File: src/rtl/lsu_pkg.sv
// Shared types and constants for the load/store memory port: FSM states,
// funct3 access-size codes and access classification helpers.
package lsu_pkg;

    typedef enum logic [1:0] {
        IDLE   = 2'd0,
        ACCESS = 2'd1,
        WRITE  = 2'd2,
        DONE   = 2'd3
    } state_t;

    localparam logic [2:0] F3_B  = 3'b000;
    localparam logic [2:0] F3_H  = 3'b001;
    localparam logic [2:0] F3_W  = 3'b010;
    localparam logic [2:0] F3_BU = 3'b100;
    localparam logic [2:0] F3_HU = 3'b101;

    // Byte and half accesses; every unlisted code behaves as a word.
    function automatic logic is_subword(input logic [2:0] f3);
        return (f3 == F3_B) || (f3 == F3_BU) || (f3 == F3_H) || (f3 == F3_HU);
    endfunction

    function automatic logic is_misaligned(input logic [2:0] f3, input logic [1:0] off);
        case (f3)
            F3_B, F3_BU: return 1'b0;
            F3_H, F3_HU: return off[0];
            default:     return off != 2'b00;
        endcase
    endfunction

endpackage

File: src/rtl/lsu_align.sv
// Combinational lane logic: little-endian load extraction with sign/zero
// extension, and byte/half lane merge of store data into a read word.
module lsu_align
    import lsu_pkg::*;
(
    input  logic [2:0]  funct3,
    input  logic [1:0]  off,
    input  logic [31:0] rd_word,
    input  logic [31:0] base,
    input  logic [31:0] wdata,
    output logic [31:0] load_data,
    output logic [31:0] store_word
);

    logic [7:0]  byte_val;
    logic [15:0] half_val;

    // Halves use only off[1], so an odd half address folds onto its even lane.
    assign byte_val = rd_word[{off, 3'b000} +: 8];
    assign half_val = rd_word[{off[1], 4'b0000} +: 16];

    always_comb begin
        // NOTE: every output gets a default first so no path can infer a latch.
        load_data  = rd_word;
        store_word = wdata;
        case (funct3)
            F3_B:    load_data = {{24{byte_val[7]}}, byte_val};
            F3_BU:   load_data = {24'h0, byte_val};
            F3_H:    load_data = {{16{half_val[15]}}, half_val};
            F3_HU:   load_data = {16'h0, half_val};
            default: ;
        endcase
        case (funct3)
            F3_B, F3_BU: begin
                store_word = base;
                store_word[{off, 3'b000} +: 8] = wdata[7:0];
            end
            F3_H, F3_HU: begin
                store_word = base;
                store_word[{off[1], 4'b0000} +: 16] = wdata[15:0];
            end
            default: ;
        endcase
    end

endmodule

File: src/rtl/lsu_mem_port.sv
// Multi-cycle load/store port onto a word-wide memory with read-modify-write
// for byte/half stores. Define LSU_MISALIGN_CHECK_EN to trap misaligned accesses.
module lsu_mem_port
    import lsu_pkg::*;
#(
    parameter int XLEN = 32
) (
    input  logic            clk,
    input  logic            rst,
    input  logic            req,
    input  logic            we,
    input  logic [2:0]      funct3,
    input  logic [XLEN-1:0] addr,
    input  logic [XLEN-1:0] wdata,
    output logic [XLEN-1:0] rdata,
    output logic            done,
    output logic            misaligned,
    output logic [XLEN-1:0] mem_A,
    output logic [XLEN-1:0] mem_WD,
    output logic            mem_WE,
    input  logic [XLEN-1:0] mem_RD
);

    state_t          state, state_next;
    logic [XLEN-1:0] addr_q, wdata_q, merge_q;
    logic [XLEN-1:0] load_data, store_word, word_addr;
    logic [2:0]      funct3_q;
    logic            we_q, write_en, accept, mis_hit;

    assign accept    = (state == IDLE) && req;
    assign word_addr = {addr_q[XLEN-1:2], 2'b00};

    lsu_align u_align (
        .funct3     (funct3_q),
        .off        (addr_q[1:0]),
        .rd_word    (mem_RD),
        .base       (merge_q),
        .wdata      (wdata_q),
        .load_data  (load_data),
        .store_word (store_word)
    );

`ifdef LSU_MISALIGN_CHECK_EN
    logic misaligned_q;

    assign mis_hit = is_misaligned(funct3, addr[1:0]);

    always_ff @(posedge clk) begin
        if (rst)         misaligned_q <= 1'b0;
        else if (accept) misaligned_q <= mis_hit;
    end

    assign misaligned = misaligned_q;
`else
    assign mis_hit    = 1'b0;
    assign misaligned = 1'b0;
`endif

    always_ff @(posedge clk) begin
        // NOTE: sequential state uses non-blocking assignments only.
        if (rst) state <= IDLE;
        else     state <= state_next;
    end

    always_ff @(posedge clk) begin
        if (rst) begin
            addr_q   <= '0;
            wdata_q  <= '0;
            merge_q  <= '0;
            funct3_q <= '0;
            we_q     <= 1'b0;
            rdata    <= '0;
        end else begin
            if (accept) begin
                addr_q   <= addr;
                wdata_q  <= wdata;
                funct3_q <= funct3;
                we_q     <= we;
                if (mis_hit) rdata <= '0;
            end
            if (state == ACCESS && !we_q) rdata   <= load_data;
            if (state == ACCESS && we_q)  merge_q <= mem_RD;
        end
    end

    always_comb begin
        state_next = state;
        write_en   = 1'b0;
        done       = 1'b0;
        mem_A      = '0;
        mem_WD     = '0;
        case (state)
            IDLE: begin
                if (req) state_next = mis_hit ? DONE : ACCESS;
            end
            ACCESS: begin
                mem_A = word_addr;
                if (we_q && !is_subword(funct3_q)) begin
                    write_en   = 1'b1;
                    mem_WD     = wdata_q;
                    state_next = DONE;
                end else if (we_q) begin
                    state_next = WRITE;
                end else begin
                    state_next = DONE;
                end
            end
            WRITE: begin
                mem_A      = word_addr;
                mem_WD     = store_word;
                write_en   = 1'b1;
                state_next = DONE;
            end
            DONE: begin
                done       = 1'b1;
                state_next = IDLE;
            end
            default: state_next = IDLE;
        endcase
    end

    // Gated by rst so a reset landing in WRITE cannot commit a partial store.
    assign mem_WE = write_en & ~rst;

endmodule

File: config.mk
export PLATFORM = sky130hd
export DESIGN_NAME = lsu_mem_port
export DESIGN_NICKNAME = d
export VERILOG_FILES = /design/src/rtl/lsu_pkg.sv /design/src/rtl/lsu_align.sv /design/src/rtl/lsu_mem_port.sv
export SDC_FILE = /design/constraint.sdc
export NUM_CORES = 1
export LEC_CHECK = 0
export BUFFER_PORTS_ARGS = -buffer_cell sky130_fd_sc_hd__buf_2
export CAP_MARGIN = 20
export CORE_ASPECT_RATIO = 2
export CORE_MARGIN = 10
export CORE_UTILIZATION = 35
export CTS_CLUSTER_SIZE = 40
export DETAILED_ROUTE_END_ITERATION = 8
export PLACE_DENSITY = 0.61
export SLEW_MARGIN = 20
export SYNTH_ARGS = -nofsm -noshare
export SYNTH_HDL_FRONTEND = slang
export SYNTH_SLANG_ARGS = --single-unit
export TNS_END_PERCENT = 30
File: constraint.sdc
create_clock -name clk -period 4.4 [get_ports clk]
set_input_delay 0.44 -clock clk [delete_from_list [all_inputs] [get_ports clk]]
set_output_delay 0.44 -clock clk [all_outputs]
set_load 0.05 [all_outputs]
==> qor.txt <==
RR Endpoint: rdata[2]$_SDFFE_PP0P_
filler cell count in the final layout: 2115
number of synthesized flops with an enable pin: 0
Yosys top cell by area: dfxtp_1
hold depth: 3
CTS max path bufs: 2
total wire length: 27.6 mm
Setup Fix Bufs, Post-CTS: 0
First DRT Iteration DRCs: 440
Synth top area share: 38.3%
total track usage: 20.3%
final worst slack: 0.757 ns
fraction of layout cells with a size suffix above 1: 27.1%
number of global-route vias before repair: 7092
IO buf count: 198
Mapped Area: 7010 um^2
Final TNS setup: 0 ns
crit-path leading delay family: simple AND/OR/NAND/NOR gates
Worst-Skew Late Latency: 0.43 ns
dominant cell by count in the synthesized netlist: nand2_1
R2R Setup Slk: 1.96 ns
Final min period: 3.64 ns
met2 usage: 35.9%
Synth cell types: 53
synthesized flop and latch total: 134
final hold vios: 0
pin count of the biggest net entering global routing: 63
Clock Sinks: 134
grt ovf: 0
Seq. cell area: 2690 um^2
Final Max Slew Viols: 0
DP HPWL: 20.7 mm
CP Launch Type: flip-flop
Pwr Density: 650 nW/um^2
leak pwr: 3.46 nW
Die ar.: 26400 um^2
crit-path max FO: 13
via count: 7139
TritonCTS Buffers: 17
initial antenna violation count: 3
Mapped Cells: 910
cells on worst reg2reg path: 4
top post-synthesis cells by count: nand2_1, dfxtp_1, a21oi_1, clkbuf_1, o21ai_0
Global Route met3 Usage: 4.70%
r2r startpoint: funct3_q[1]$_SDFFE_PP0P_
Avg WL per Cell: 20.7 um
CTS tree: yes
WP buf/inv: 2
yosys warns: 0
Worst Setup End Kind: output port
post-CTS resize count: 0
Placement Setup Slack: 1.32 ns
Slew headroom: 32.9%
Critical Path Stages: 6
Die Ht: 220 um
Final GP Congestion: 0.933
crit-path max cell delay: 0.78 ns
number of placed I/O pins: 202
Crit Path Class: reg2out
H-tree depth: 4
max-cap check violation count: 0
Initial Util: 35.4%
Area Growth Syn to Fin: 23.2%
worst slew pin tran: 1.00 ns
run status: complete, no violations
hold wc startpoint: addr[27]
Vias per Instance: 5.36
data required time at the worst endpoint: 3.96 ns
end of the worst hold path: addr_q[27]$_SDFFE_PP0P_
slowest stage cell, crit path: nor3b_1
# setup viols final: 0
fin crit share: 82.8%
maximum VDD drop: 0.370 mV
die width: 120 um
Nets: 1173
multi-input logic area: 3950 um^2
Top Usage Layer GRT: met2
CTS root buf: clkbuf_16
Setup Skew: 0.00803 ns
worst hold slack: 0.248 ns
main flop type after synthesis: dfxtp_1
DRC Markers: 0
core area: 19800 um^2
first-pass GRT wire length: 41.4 mm
Post-CTS Hold Buffers: 0
Hold Path Class: in2reg
asr flop ratio synth: 0%
critical path data arrival time: 3.20 ns
Clock Pin Slew Worst Setup and Hold Paths: 0.06 ns
# rows: 73
Final ANT Viol Nets: 0
main area contributors after synthesis: dfxtp_1, nand2_1, a21oi_1
Avg Inst Size Synth: 7.71 um^2
met1 Use GR: 20.4%
sequential-to-total area share from yosys stat: 38.3%
Max Fclk: 275 MHz
worst path cell trace: inv_1 -> ha_1 -> nor3b_1 -> o21ai_0 -> a221oi_1 -> buf_2
drt pass-1 iters: 7
RSZ-0062 raised after global routing: no
tightest hold or removal path, stage by stage:
cell     delay [ns]
buf_2          0.09
nand2_1        0.04
a21oi_1        0.05
through the flow:
stage | area, um^2 | utilization, % | power, mW | std cells
finish | 8640 | 43.6 | 5.62 | 1333
global route | 8640 | 43.6 | 5.94 | 1332
global placement | 8080 | 40.8 | 4.27 | 1303
detailed placement | 8080 | 40.8 | 4.28 | 1303
CTS | 8630 | 43.5 | 5.66 | 1329
floorplan | 7020 | - | 3.60 | 912
report_power, final:
group | internal [mW] | switching, mW | total [mW]
sequential | 1.48 | 0.227 | 1.71
combinational | 0.709 | 1.84 | 2.55
clock | 0.856 | 0.507 | 1.36
sequential cells by signal, summed over array words and instances, names as in the netlist:
name / flops
we_q: 1
merge_q: 32
rdata: 32
state: 2
funct3_q: 3
wdata_q: 32
addr_q: 32
placed cells by master, fill, tap and decap left out, types with 2 or more instances in the layout:
cell type	synthesis	layout
a211oi_1	21	21
a211oi_2	10	10
a21o_1	4	4
a21oi_1	133	133
a221o_1	8	8
a221oi_1	16	16
a221oi_2	8	8
a222oi_1	7	7
a31o_2	4	4
a31oi_1	8	8
a41o_1	2	2
and2_1	33	32
and3_1	4	4
buf_2	12	197
buf_4	4	12
bufinv_16	0	2
clkbuf_16	0	17
clkbuf_8	0	3
clkinv_2	0	2
conb_1	1	3
dfxtp_1	134	132
dfxtp_2	0	2
diode_2	0	4
ha_1	10	10
inv_1	11	11
mux2_2	19	19
mux2i_1	7	7
nand2_1	237	235
nand2_2	0	2
nand2b_1	5	5
nand3_1	9	9
nand4_1	2	2
nor2_1	36	36
nor2b_1	13	12
nor3_1	3	3
nor3b_1	8	8
o2111ai_1	2	2
o21a_1	9	9
o21ai_0	48	48
area by class of cell:
type                    count  share of cell area, %
flip-flops and latches    134                   31.1
clock inverters             5                  0.898
multi-input cells         686                   45.7
inverters                  12                  0.521
repair buffers            209                   12.5
well taps                 262                   3.79
clock buffers              21                   5.44
diodes                      4                  0.116
how the worst max path moves through the flow:
| stage | startpoint | endpoint | slack (ns) |
|---|---|---|---|
| after floorplan | addr_q[1]$_SDFFE_PP0P_ | mem_WD[1] | 1.02 |
| after global placement | addr_q[0]$_SDFFE_PP0P_ | mem_WD[3] | 1.42 |
| after detailed placement | addr_q[0]$_SDFFE_PP0P_ | mem_WD[5] | 1.32 |
| after CTS | addr_q[0]$_SDFFE_PP0P_ | mem_WD[5] | 0.86 |
| after global routing | addr_q[0]$_SDFFE_PP0P_ | mem_WD[5] | 0.57 |
| final | addr_q[0]$_SDFFE_PP0P_ | mem_WD[5] | 0.76 |
logic make-up after synthesis:
| group | Yosys count | synth area share [%] |
|---|---|---|
| AOI/OAI and AO/OA | 285 | 27.0 |
| adders and majority gates | 10 | 1.78 |
| buffers and inverters | 92 | 5.67 |
| DFF | 134 | 38.3 |
| muxes | 28 | 4.57 |
| other | 1 | 0.0535 |
| and+or+nand+nor | 360 | 22.7 |
metal layers:
metal	part of all wire, %	routed length (um)
met3	5.2	1440
met4	6.0	1660
met2	53	14700
met5	0	0
met1	36	9810
No activity file was read; power rests on OpenSTA's default activity.
